<file path="config.mk">
export PLATFORM = sky130hd
export DESIGN_NAME = count_ctrl
export DESIGN_NICKNAME = d
export VERILOG_FILES = /design/src/rtl/count_ctrl.sv
export SDC_FILE = /design/constraint.sdc
export NUM_CORES = 1
export LEC_CHECK = 0
export ABC_AREA = 0
export CAP_MARGIN = 10
export CORE_MARGIN = 2
export CORE_UTILIZATION = 50
export CTS_BUF_LIST = sky130_fd_sc_hd__clkbuf_8
export CTS_CLUSTER_SIZE = 10
export DETAILED_ROUTE_END_ITERATION = 6
export PLACE_DENSITY = 0.93
export SLEW_MARGIN = 20
export SYNTH_ARGS = -nofsm -noshare
export SYNTH_HDL_FRONTEND = slang
export SYNTH_SLANG_ARGS = --single-unit
export TNS_END_PERCENT = 5
</file>
<file path="constraint.sdc">
create_clock -name Clk -period 2.9 [get_ports Clk]
set_clock_uncertainty 0.15 [all_clocks]
set_input_delay 0.58 -clock Clk [delete_from_list [all_inputs] [get_ports Clk]]
set_output_delay 0.58 -clock Clk [all_outputs]
set_load 0.1 [all_outputs]
</file>
<file path="src/rtl/count_ctrl.sv">
`timescale 1ns/1ps
// count_ctrl: start/stop/pause controller that drives an external 16-bit counter through a
// programmable prescaler. Optional macro COUNT_CTRL_AUTO_RELOAD_EN makes a terminal count restart the run.
module count_ctrl #(
   parameter int unsigned DIV_W = 8
) (
   input  logic             Clk,
   input  logic             Resetn,
   input  logic             start,
   input  logic             stop,
   input  logic             pause,
   input  logic [15:0]      target,
   input  logic [DIV_W-1:0] div,
   input  logic [15:0]      q,
   output logic             cnt_en,
   output logic             cnt_clr,
   output logic             busy,
   output logic             done,
   output logic [1:0]       state
);

   localparam int unsigned CNT_W = 16;

   typedef enum logic [1:0] {
      S_IDLE = 2'b00,
      S_RUN  = 2'b01,
      S_HOLD = 2'b10,
      S_DONE = 2'b11
   } state_t;

   state_t             state_q, state_d;
   logic [DIV_W-1:0]   presc_q, presc_d;
   logic [DIV_W-1:0]   div_q, div_d;
   logic [CNT_W-1:0]   target_q, target_d;
   logic               cnt_clr_q, cnt_clr_d;
   logic               done_q, done_d;
   logic               busy_q, busy_d;

   logic               tick;
   logic               at_target;
   logic               terminal;
   logic [DIV_W-1:0]   presc_step;

   // Terminal compare is blanked while the counter is being cleared (q is stale that cycle).
   assign tick       = (presc_q == div_q);
   assign at_target  = (q == target_q);
   assign terminal   = ~cnt_clr_q & at_target;
   assign presc_step = tick ? '0 : presc_q + DIV_W'(1);

   assign cnt_en  = (state_q == S_RUN) & tick & ~cnt_clr_q & ~at_target;
   assign cnt_clr = cnt_clr_q;
   assign busy    = busy_q;
   assign done    = done_q;
   assign state   = state_q;

   always_ff @(posedge Clk or negedge Resetn) begin
      if (!Resetn) begin
         state_q   <= S_IDLE;
         presc_q   <= '0;
         div_q     <= '0;
         target_q  <= '0;
         cnt_clr_q <= 1'b0;
         done_q    <= 1'b0;
         busy_q    <= 1'b0;
      end else begin
         state_q   <= state_d;
         presc_q   <= presc_d;
         div_q     <= div_d;
         target_q  <= target_d;
         cnt_clr_q <= cnt_clr_d;
         done_q    <= done_d;
         busy_q    <= busy_d;
      end
   end

   // Next-state and registered-output logic; priority in RUN is stop > terminal > pause.
   always_comb begin
      state_d   = state_q;
      presc_d   = presc_q;
      div_d     = div_q;
      target_d  = target_q;
      cnt_clr_d = 1'b0;
      done_d    = 1'b0;

      case (state_q)
         S_IDLE, S_DONE: begin
            if (stop) begin
               state_d = S_IDLE;
            end else if (start) begin
               state_d   = S_RUN;
               target_d  = target;
               div_d     = div;
               presc_d   = '0;
               cnt_clr_d = 1'b1;
            end
         end
         S_RUN: begin
            if (stop) begin
               state_d = S_IDLE;
            end else if (terminal) begin
`ifdef COUNT_CTRL_AUTO_RELOAD_EN
               done_d    = 1'b1;
               cnt_clr_d = 1'b1;
               presc_d   = '0;
`else
               state_d   = S_DONE;
               done_d    = 1'b1;
`endif
            end else begin
               // The cycle that samples pause is still a RUN cycle, so the prescaler advances once more.
               presc_d = presc_step;
               if (pause) begin
                  state_d = S_HOLD;
               end
            end
         end
         S_HOLD: begin
            if (stop) begin
               state_d = S_IDLE;
            end else if (!pause) begin
               state_d = S_RUN;
            end
         end
      endcase

      busy_d = (state_d == S_RUN) || (state_d == S_HOLD);
   end

endmodule

</file>
# Yosys cells after proc, flatten, opt, wreduce, memory -nomap -nowiden
# Index checks and enable logic that the tools add are counted.
dict set report op_classes {
  bitwise_logic 7
  addsub 1
  n_reduce_logical 6
  muxes 20
  n_eq_ne 11
}
# cell count
set ops {}
lappend ops {{2-to-1 mux 8 bit} 5}
lappend ops {{== test 16 bit} 1}
lappend ops {{case mux 8 bit (2 select lines)} 1}
lappend ops {{2-to-1 mux 2 bit} 7}
lappend ops {{adder 8 x 1 -> 8 bit (second input constant)} 1}
lappend ops {{== test 8 bit} 1}
lappend ops {{inequality test 2 bit (second input constant)} 4}
lappend ops {{== test 2 bit (second input constant)} 3}
lappend ops {{2-to-1 mux 1 bit} 6}
lappend ops {{case mux 2 bit (3 select lines)} 1}
lappend ops {{AND reduction 5 bit} 1}
lappend ops {{AND 1 bit} 4}
lappend ops {{== test 2 x 1 -> 1 bit (second input constant)} 2}
lappend ops {{inverter 1 bit} 3}
lappend ops {{AND reduction 3 bit} 1}
lappend ops {{zero test 2 bit} 1}
lappend ops {{nonzero test 2 bit} 1}
lappend ops {{OR reduction 2 bit} 1}
lappend ops {{logical OR 1 bit} 1}
dict set report word_totals {
  register_bits 37
  output_inout_bits 6
  word_cells 52
}

# Logic depth before layout (Yosys ltp)
# Gate-level depths: netlist of the first run.
dict set report logic_depth {
  ltp_word 7
  ltp_mapped 8
  mapped_depth_nobuf 8
}

# Worst setup path before layout of the first run
# Ideal clock, no wire load.
dict set report synth_path {
  path_kind {flip-flop to output port}
  startpoint {reg state_q[0] (netlist: state[0])}
  endpoint {out cnt_en}
  t_required_ns 2.170
  slack_ns -1.627
  arrival_time_ns 3.797
  path_stages_with_launch 4
  cell_sequence {dfrtp_1 -> ha_1 -> nor2b_1 -> nor3b_1}
}
dict set report synth_via {
  elab_chain_len 4
}
# item line
set synth_rtl {}
lappend synth_rtl {{start, declared} 31} ;# state_t state_q, state_d;
lappend synth_rtl {{start signal, assigned} 66} ;# state_q <= state_d;
lappend synth_rtl {{== test 2 x 1 -> 1 bit} 50} ;# assign cnt_en = (state_q == S_RUN) & tick & ~cnt_clr_q & ~at_target;
lappend synth_rtl {{AND 1 bit (3 in series)} 50}
lappend synth_rtl {{end, declared} 15} ;# output logic cnt_en,
# Every way passes these cells.

# Final worst setup path of the first run
dict set report layout_path {
  startpoint {in q[2]}
  endpoint {out cnt_en}
}
dict set report layout_via {
  elab_chain_len 3
}
# item line
set layout_rtl {}
lappend layout_rtl {{start, declared} 14} ;# input logic [15:0] q,
lappend layout_rtl {{== test 16 bit} 46} ;# assign at_target = (q == target_q);
lappend layout_rtl {{inverter 1 bit} 50}
lappend layout_rtl {{AND 1 bit} 50}
# Every way passes these cells.

==> flow_metrics.env, run 1 <==
export IMPL_status="complete, no violations"
export IMPL_syn_inst=209
export IMPL_fillCellCount=271
export IMPL_vias=1634
export IMPL_wire_per_inst_um=13.2
export IMPL_grt_use_total_pct=22.6
export IMPL_netlist_top_cells_area="dfrtp_1, nand2_1, xnor2_1"
export IMPL_drtIter0Drc=84
export IMPL_cp_end_kind="output pin"
export IMPL_async_flop_share_pct=100
export IMPL_synth_seq_cells=37
export IMPL_globalplace_congestion=0.831
export IMPL_path_delay_family="simple AND/OR/NAND/NOR gates"
export IMPL_worst_path_max_delay_cell="clkdlybuf4s50_1"
export IMPL_dr_pass1_iters=4
export IMPL_worstPathMaxFanout=2
export IMPL_worstRegToRegCells=7
export IMPL_initial_utilization_pct=52.3
export IMPL_post_synth_top_area_cell="dfrtp_1"
export IMPL_critical_path_class="in2out"
export IMPL_die_area_mm2=0.00437
export IMPL_syn_to_final_growth_pct=35.4
export IMPL_drt_antenna_violating_nets=0
export IMPL_antennaDiodeCount=0
export IMPL_rows=22
export IMPL_synth_net_count=257
export IMPL_yosysMostFrequentCell="nand2_1"
export IMPL_path_cells="clkdlybuf4s50_1 -> xnor2_1 -> nand4_1 -> nor4_4 -> nor3b_4 -> buf_12"
export IMPL_clk_path_buf_depth=2
export IMPL_worst_setup_path_start_kind="primary input"
export IMPL_multi_input_area_um2=983
export IMPL_stdcell_count=312
export IMPL_port_buffers=50
export IMPL_cts_tree="yes"
export IMPL_synth_distinct_cells=38
export IMPL_hold_buffers=0
export IMPL_grt_pass1_wl_um=7500
export IMPL_max_stage_delay_ns=0.47
export IMPL_tns_ns=0
export IMPL_drive_gt1_share_pct=11.0
export IMPL_htree_num_levels=2
export IMPL_grt_pass1_vias=1707
export IMPL_worstPathRequired_ns=2.17
export IMPL_synthDominantCellAreaShare_pct=48.0
export IMPL_yosysWarnings=0
export IMPL_ir_drop_mv=0.373
export IMPL_max_slew_margin_pct=47.7
export IMPL_worst_pin_slew_ns=0.784
export IMPL_core_mm2=0.00369
export IMPL_grt_max_degree=38
export IMPL_fin_crit_ns=2.78
export IMPL_finalSetupViolCount=0
export IMPL_cts_clk_slew_worst_paths_ns=0.07
export IMPL_synth_seq_area_share_pct=48.0
export IMPL_antenna_found_initial=0
export IMPL_timing_fmax_ghz=0.360
export IMPL_syn_area_mm2=0.00193
export IMPL_path_depth=6
export IMPL_clock_tree_root_cell="clkbuf_8"
export IMPL_worst_endpoint_arrival_ns=2.05
export IMPL_hold_class="in2async"
export IMPL_synth_edf_count=0
export IMPL_pin_count=51
export IMPL_crit_buf_inv=2
export IMPL_die_h_um=66.1
export IMPL_avgViaCountPerCell=5.24
export IMPL_rsz0062_at_grt="false"
export IMPL_place_inst=304
export IMPL_clk_latency_ns=0.29
export IMPL_power_density_mw_per_mm2=596
export IMPL_ys_top_cells_by_count="nand2_1, dfrtp_1, xnor2_1"
export IMPL_ys_flop_type="dfrtp_1"
export IMPL_nets=311
export IMPL_fin_crit_sh_pct=95.8
export IMPL_maxCapViolCount=0
export IMPL_syn_avg_cell_area_um2=9.24
export IMPL_route_detailed_drc=0
export IMPL_power_leakage_uw=0.00125
export IMPL_cts_buffers=5
export IMPL_drt_wl_total_um=4130
export IMPL_regArea_um2=928
export IMPL_die_width_um=66.1
export IMPL_hold_viol=0
export IMPL_final_max_slew_viol_count=0
export IMPL_hpwl_um=3030
export IMPL_grt_remaining_overflow=0
export IMPL_cts_sinks=37
## stage by stage
step | setup WS (ns) | util (%) | hold WS [ns] | power [µW] | instance area, µm²
2_1_floorplan | 0.0342 | - | 0.134 | 976 | 1940
3_3_place_gp | 0.147 | 67.5 | 0.329 | 1110 | 2490
3_5_place_dp | 0.103 | 67.5 | 0.338 | 1120 | 2490
4_1_cts | 0.103 | 70.5 | 0.248 | 1560 | 2600
5_1_grt | 0.0398 | 70.9 | 0.285 | 1650 | 2610
6_report | 0.123 | 70.9 | 0.216 | 1560 | 2610
## layout by cell type, fill, tap and decap left out, drive strengths merged, types with 5 or more instances in the layout
master         instances
clkdlybuf4s50         43
xnor2                 18
dfrtp                 37
o21ai                  6
xor2                   8
inv                    7
nand2                 76
buf                    9
clkbuf                 5
nor2                   5
## layout make-up
cell class,count,area share [%]
Multi-Input combinational cell,161,37.6
Clock buffer,5,2.63
Inverter,6,0.862
Sequential cell,37,35.5
Timing Repair Buffer,52,19.4
Clock inverter,3,1.63
Tap cell,48,2.30
## what timing repair did
item                       CTS  global route
setup buffers                0             0
setup endpoints to repair    0             1
resized for setup            0             2
## worst reg2reg max path: cells and delay by family, from the launching register on
family,cells,cell delay [ns]
compound gates,3,0.76
fa+ha+maj,1,0.41
buf+inv,1,0.07
flops,1,0.41
mux,1,0.15
simple gates,1,0.27
## power by group
| group | switching (µW) | internal [µW] | leakage (µW) | total [µW] |
|---|---|---|---|---|
| clock network | 181 | 254 | 0.0000595 | 436 |
| logic | 232 | 202 | 0.000722 | 433 |
| registers | 76.3 | 612 | 0.000472 | 689 |
| total | 489 | 1070 | 0.00125 | 1560 |
## logic make-up after synthesis
family,Yosys count,synth area share [%]
flip-flops,37,48.0
adder cells (fa/ha/maj),3,1.94
buffers and inverters,11,2.33
multiplexers,3,1.56
AND/OR/NAND/NOR,106,25.2
AO/OA/AOI/OAI,23,9.20
XOR/XNOR,26,11.8
## routing by layer
layer  global-route usage, %  routed length [µm]  vias to the layer above
met2                    40.1                2190                       51
met4                    5.61                  44                        0
li1                        -                   -                      795
met1                    25.7                1620                      781
met3                    8.01                 277                        7
met5                       0                   0                        -
## state kept, by name, summed over array words and instances (netlist names)
| signal | count |
|---|---|
| target_q | 16 |
| div_q | 8 |
| presc_q | 8 |
| state | 2 |
| busy | 1 |
| cnt_clr | 1 |
| done | 1 |
## worst paths after layout
kind	to	slack, ns	from
min in group Clk	target_q[5]$_DFFE_PN0P_	0.35	target_q[5]$_DFFE_PN0P_
min	presc_q[7]$_DFFE_PN0P_	0.22	Resetn
min reg2reg	target_q[5]$_DFFE_PN0P_	0.35	target_q[5]$_DFFE_PN0P_
max in group asynchronous	state[1]$_DFF_PN0_	1.84	Resetn
max	cnt_en	0.12	q[2]
max reg2reg	presc_q[4]$_DFFE_PN0P_	0.55	state[0]$_DFF_PN0_
Power figures use the tool's default switching activity.
==> inputs of run 2 (changes only) <==
Settings changed: HOLD_SLACK_MARGIN set to 0.05.
==> results of run 2 <==
The final DEF is identical to that of run 1; final timing and power are the same.
==> inputs of run 3 (changes only) <==
Settings changed: CAP_MARGIN 10 to 15.
==> results of run 3 <==
The final DEF is identical to that of run 1; final timing and power are the same.
